<file path="src/rtl/regfile_wr_arbiter.sv">
// Shares the register-file write port between requester A (older, load) and B (younger, ALU); optional stall via WR_ARB_STALL_EN.
// Latency: ready is combinational; we/wdata/pc_write/conflict are registered, one cycle after the grant.
// Backpressure: a requester not granted (or both, while stalled) sees ready low and holds valid/addr/data.
module regfile_wr_arbiter #(
    parameter int DATA_W = 32
) (
    input  logic              clk,
    input  logic              reset_n,
`ifdef WR_ARB_STALL_EN
    input  logic              stall,
`endif
    input  logic              a_valid,
    input  logic [3:0]        a_addr,
    input  logic [DATA_W-1:0] a_data,
    output logic              a_ready,
    input  logic              b_valid,
    input  logic [3:0]        b_addr,
    input  logic [DATA_W-1:0] b_data,
    output logic              b_ready,
    output logic [15:0]       we,
    output logic [DATA_W-1:0] wdata,
    output logic              pc_write,
    output logic              conflict
);

    typedef enum logic {
        PRI_A = 1'b0,
        PRI_B = 1'b1
    } pri_t;

    pri_t              pri_q;
    pri_t              pri_d;
    logic              hold;
    logic              both_vld;
    logic              same_addr;
    logic              grant_a;
    logic              grant_b;
    logic              grant_any;
    logic [3:0]        win_addr;
    logic [DATA_W-1:0] win_data;
    logic [15:0]       we_d;

`ifdef WR_ARB_STALL_EN
    assign hold = stall;
`else
    assign hold = 1'b0;
`endif

    assign both_vld  = a_valid & b_valid;
    assign same_addr = both_vld & (a_addr == b_addr);

    always_ff @(posedge clk or negedge reset_n) begin
        if (!reset_n) begin
            pri_q <= PRI_A;
        end else begin
            pri_q <= pri_d;
        end
    end

    // Readies are gated by reset_n so nothing is granted while reset is held.
    always_comb begin
        grant_a = 1'b0;
        grant_b = 1'b0;
        pri_d   = pri_q;
        if (reset_n && !hold) begin
            if (both_vld) begin
                if (same_addr) begin
                    // Older write goes first so the younger one lands last.
                    grant_a = 1'b1;
                end else if (pri_q == PRI_A) begin
                    grant_a = 1'b1;
                    pri_d   = PRI_B;
                end else begin
                    grant_b = 1'b1;
                    pri_d   = PRI_A;
                end
            end else if (a_valid) begin
                grant_a = 1'b1;
            end else if (b_valid) begin
                grant_b = 1'b1;
            end
        end
    end

    assign a_ready   = grant_a;
    assign b_ready   = grant_b;
    assign grant_any = grant_a | grant_b;
    assign win_addr  = grant_b ? b_addr : a_addr;
    assign win_data  = grant_b ? b_data : a_data;
    assign we_d      = grant_any ? (16'h0001 << win_addr) : 16'h0000;

    always_ff @(posedge clk or negedge reset_n) begin
        if (!reset_n) begin
            we       <= 16'h0000;
            wdata    <= '0;
            pc_write <= 1'b0;
            conflict <= 1'b0;
        end else begin
            we       <= we_d;
            pc_write <= (we_d == 16'h8000);
            conflict <= both_vld;
            if (grant_any) begin
                wdata <= win_data;
            end
        end
    end

endmodule

</file>
<file path="config.mk">
export PLATFORM = sky130hd
export DESIGN_NAME = regfile_wr_arbiter
export DESIGN_NICKNAME = d
export VERILOG_FILES = /design/src/rtl/regfile_wr_arbiter.sv
export SDC_FILE = /design/constraint.sdc
export NUM_CORES = 1
export LEC_CHECK = 0
export ABC_AREA = 1
export CAP_MARGIN = 40
export CORE_ASPECT_RATIO = 2
export CORE_UTILIZATION = 42
export DETAILED_ROUTE_END_ITERATION = 16
export PLACE_DENSITY = 0.85
export SYNTH_ARGS = -nofsm -noshare
export SYNTH_HDL_FRONTEND = slang
export SYNTH_SLANG_ARGS = --single-unit
</file>
<file path="constraint.sdc">
create_clock -name clk -period 2.6 [get_ports clk]
set_clock_uncertainty 0.05 [all_clocks]
set_input_delay 0.26 -clock clk [delete_from_list [all_inputs] [get_ports clk]]
set_output_delay 0.26 -clock clk [all_outputs]
set_load 0.02 [all_outputs]
</file>
### Word level (Yosys, flattened, before mapping)

Index checks and enable logic that the tools add are counted.

| storage, ports and cells | value |
|---|---|
| output and inout bits | 52 |
| word-level logic and storage cells | 27 |
| bits in registers | 51 |

| operators by class | value |
|---|---|
| multiplexer cells | 14 |
| equal/unequal tests | 2 |
| shifts and indexed selects | 1 |
| bitwise gates (word level) | 4 |
| reduce and logical (&&, ||, !) cells | 1 |

Operator list:

| kind | number |
|---|---|
| $mux W32 | 1 |
| $eq A16 B16 Y1 const B | 1 |
| $mux W16 | 1 |
| $shl A1 B4 Y16 const A | 1 |
| $mux W1 | 11 |
| $eq A4 B4 Y1 | 1 |
| $mux W4 | 1 |
| $reduce_and A3 Y1 | 1 |
| $and A1 B1 Y1 | 2 |
| $not A1 Y1 | 1 |
| $or A1 B1 Y1 | 1 |

### Logic depth before layout (Yosys ltp)

| depth | value |
|---|---|
| word-level depth | 9 |
| depth in mapped cells | 13 |

### Worst setup path after synthesis

No wires, ideal clock.

| timing path | value |
|---|---|
| kind | input to register |
| from | in b_valid |
| to | reg we[0] |
| buffers on the path | 0 |
| stages on the path | 13 |
| data arrival time | 1349 ps |
| path slack | 1075 ps |
| required time | 2425 ps |
| setup time | 125 ps |
| cell sequence | nand2_1 inv_2 nand2_1 nor2_2 nand3_2 nand2_1 nand2_2 nand2_4 inv_1 nand2_1 nand2_1 nand2_1 nor2_1 |

| on the way | value |
|---|---|
| longest elaborated chain between the ends | 8 |

RTL lines:

| what | line | source |
|---|---|---|
| from (decl) | 16 | `input logic b_valid,` |
| $and A1 B1 Y1 (*) | 49 | `assign both_vld = a_valid & b_valid;` |
| via both_vld | 34 | `logic both_vld;` |
| $and A1 B1 Y1 | 50 | `assign same_addr = both_vld & (a_addr == b_addr);` |
| $mux W1 | 67 | `if (same_addr) begin` |
| $mux W1 (*) | 66 | `if (both_vld) begin` |
| $mux W1 (*) | 65 | `if (reset_n && !hold) begin` |
| via b_ready | 19 | `output logic b_ready,` |
| $mux W4 | 88 | `assign win_addr = grant_b ? b_addr : a_addr;` |
| $shl A1 B4 Y16 | 90 | `assign we_d = grant_any ? (16'h0001 << win_addr) : 16'h0000;` |
| $mux W16 (*) | 90 |  |
| via we_d[0] | 41 | `logic [15:0] we_d;` |
| to (signal assigned) | 99 | `we <= we_d;` |
| to (decl) | 20 | `output logic [15:0] we,` |

The timed path passes the listed nets; every way through them passes the cells marked *.
A chain may end at the register's enable or synchronous reset.

### Final worst setup path

| timing path | value |
|---|---|
| from | in a_valid |
| to | out b_ready |

| on the way | value |
|---|---|
| longest elaborated chain between the ends | 5 |

RTL lines:

| what | line | source |
|---|---|---|
| from (decl) | 12 | `input logic a_valid,` |
| $and A1 B1 Y1 (*) | 49 |  |
| via both_vld | 34 |  |
| $and A1 B1 Y1 | 50 |  |
| $mux W1 | 67 |  |
| $mux W1 (*) | 66 |  |
| $mux W1 (*) | 65 |  |
| to (decl) | 19 |  |

Marked as above.

==> qor.tcl <==
set qor(timing.final.ws_setup_ps) 205
set qor(max-clock-path-buffers) 2
set qor(timing.final.hold_violations) 0
set qor(clk_pin_slew_worst_paths_ps) 80
set qor(dp_worst_setup_slack_ps) 150
set qor(synth_seq_area_share_pct) 52.5
set qor(cts_made_buffers) 5
set qor(number_of_buffers_inserted_for_hold_repair_after_clock_tree_synthesis) 0
set qor(die_area_um2) 6120
set qor(detailroute.via_count) 2386
set qor(timing.critical_path.max_delay_family) {buffers and inverters}
set qor(dp.cells) 489
set qor(max_freq_mhz) 417
set qor(yosys.area_share.adder_pct) 0
set qor(totalWireLength_um) 6160
set qor(post_cts_buffers) 0
set qor(fillers) 445
set qor(num_antenna_cells) 0
set qor(post_cts_resize_count) 0
set qor(mappedNetlistNets) 387
set qor(cts_num_sinks) 51
set qor(grt_pass1_wl_um) 9980
set qor(critical-path-top-cell-by-count) {nand2_1}
set qor(die-width_um) 55.8
set qor(worstSetupEndpointType) {output port}
set qor(post_synth_and_or_nand_nor_area_fraction_pct) 23.5
set qor(synth_compound_gate_area_share_pct) 13.2
set qor(yosysTopAreaCellShare_pct) 52.5
set qor(run_status) {finished clean}
set qor(critical_path.cell_chain) {clkdlybuf4s50_1 > nand2_1 > inv_2 > nand2_1 > nor2_2 > nand3_2 > nand2_1 > nand2_2 > nand2_4 > inv_1 > clkdlybuf4s50_1}
set qor(gr-usage-all-layers_pct) 20.9
set qor(layout_min_cycle_time_ps) 2400
set qor(worstMarginPinSlew_ps) 621
set qor(route.antenna.remaining_nets) 0
set qor(async_flop_share_pct) 100
set qor(timing.hold.worst.class) {primary input to asynchronous set/reset pin}
set qor(setup-tns-final_ps) 0
set qor(post_synth_num_cell_types) 18
set qor(grt_util_met3_pct) 2.94
set qor(multi_input_area_um2) 916
set qor(grt_pass1_vias) 2303
set qor(drt_first_iter_violations) 75
set qor(synth.area.mux_share_pct) 0
set qor(ys_top_cells_by_count) {nand2_1, o21ai_0, dfrtp_1, inv_1, nor2_1}
set qor(timing.slew.headroom_pct) 58.6
set qor(dp_hpwl_um) 4890
set qor(core_box_area_um2) 5520
set qor(portBuffers) 127
set qor(timing.final.max_slew_violations) 0
set qor(power_per_cell_area_nw_per_um2) 560
set qor(criticalPathCategory) {primary input to output port}
set qor(critPathRequiredTime_ps) 2290
set qor(synth.avg_cell_area_um2) 7.82
set qor(setup_viol_count_final) 0
set qor(antenna_violations_before_repair) 0
set qor(drt_pass1_iterations) 4
set qor(core.rowCount) 38
set qor(grt_most_used_layer) {met2}
set qor(post-route-period-util_pct) 92.1
set qor(synthesis.yosys.warnings) 0
set qor(clock-root-buffer) {clkbuf_8}
set qor(worst_ep_arrival_time_ps) 2090
set qor(crit_path_start_kind) {primary input}
set qor(placement_cell_area_um2) 3760
set qor(die_h_um) 110
set qor(final-seq-area_um2) 1280
set qor(post_synth_xor_area_fraction_pct) 0.720
set qor(slowest_delay_ps) 550
set qor(count_of_flip_flops_with_a_built_in_enable_after_synthesis) 0
set qor(layout.cell_area.non_filler_um2) 3860
set qor(vdd.ir_drop.worst_v) 0.000437
set qor(floorplan.initialDensity_pct) 44.1
set qor(worst-path-buf-inv) 4
set qor(worst-path-max-fanout) 7
set qor(total_leakage_power_nw) 1.88
set qor(crit_slowest_cell) {clkdlybuf4s50_1}
set qor(use_met1_pct) 20.9
set qor(yosys_register_bits) 51
set qor(combinational_family_with_the_most_area_after_synthesis) {simple AND/OR/NAND/NOR gates}
set qor(cts_max_level) 2
set qor(wire_per_inst_um) 12.4
set qor(grt_setup_unrepaired) {no}
set qor(gp_congestion) 0.836
set qor(postSynthCellCount) 311
set qor(post-synth-top-count-cell) {nand2_1}
set qor(finalNonFillerCells) 497
set qor(grt_start_max_net_pins) 66
set qor(synthFlopType) {dfrtp_1}
set qor(clkLatencyLatePin_ps) 290
set qor(global_route.usage.met2_pct) 40.4
set qor(synth_top_cells_by_area) {dfrtp_1, nand2_1, o21ai_0}
set qor(cap_viol_max_count) 0
set qor(top_level_ports) 128
set qor(tritoncts) {built}
set qor(grt_remaining_overflow) 0
set qor(final_layout_size_suffix_gt1_share_pct) 6.41
set qor(detail_route.drc_violations) 0
set qor(drt-vias-per-instance) 4.80
set qor(final_net_count) 512
set qor(post_synth_instance_area_um2) 2430
set qor(synth_top_area_cell) {dfrtp_1}
set qor(area_growth_syn_to_layout_pct) 58.5
[layer usage]
| metal | part of all wire (%) | routed length (um) | up-vias |
|---|---|---|---|
| met5 | 0 | 0 | - |
| met4 | 4.7 | 287 | 0 |
| met3 | 5.1 | 313 | 20 |
| met2 | 55 | 3390 | 89 |
| met1 | 35 | 2170 | 1069 |
| li1 | - | - | 1208 |
[flip-flops by register name, summed over array words and instances (netlist names)]
register	cells
wdata	32
we	16
conflict	1
pc_write	1
pri_q	1
[path summary, 6_finish.rpt]
path	slack, ps	startpoint	end	cells past startpoint
worst max register to register	970	pri_q$_DFFE_PN0P_	we[3]$_DFF_PN0_	8
worst max-delay path	200	a_valid	b_ready	11
worst min register to register	440	wdata[28]$_DFFE_PN0P_	wdata[28]$_DFFE_PN0P_	2
min in group clk	440	wdata[28]$_DFFE_PN0P_	wdata[28]$_DFFE_PN0P_	2
max in group asynchronous	2020	reset_n	wdata[16]$_DFFE_PN0P_	2
worst min-delay path	70	reset_n	wdata[4]$_DFFE_PN0P_	2
[cell type report]
cell class	count	share of cell area, %
clock buffers	8	2.60
multi-input cells	200	23.8
repair buffers	132	34.1
well taps	60	1.95
inverters	46	4.48
flip-flops and latches	51	33.1
[stage by stage]
stage                     total power (W)  hold WS [ps]  utilization [%]
after floorplan                   0.00131         -85.6                -
after global placement            0.00168           398             68.1
final                             0.00216          66.7             69.9
after detailed placement          0.00170           411             68.1
after CTS                         0.00218          87.4             69.9
after global routing              0.00229           118             69.9
[where the power goes]
group          switching, W  internal (W)  total (W)
clock network      0.000238      0.000243   0.000481
logic              0.000380      0.000352   0.000733
registers         0.0000538      0.000891   0.000945
total              0.000672       0.00149    0.00216
[cells in the final DEF (no fill, tap or decap), types with 3 or more instances in the layout]
cell / instances
clkdlybuf4s50_1: 126
nand3_2: 3
clkbuf_8: 7
o21ai_0: 61
buf_4: 4
inv_1: 44
o21ai_1: 3
dfrtp_1: 51
nand2_1: 86
nand3_1: 15
nor2_1: 19
nand2_2: 8
[cells by family (layout without fill, tap and decap cells)]
group / after synthesis / after routing
simple gates: 134 / 134
buf+inv: 60 / 186
compound gates: 64 / 64
xor+xnor: 2 / 2
flops: 51 / 51
Power figures use the tool's default switching activity.
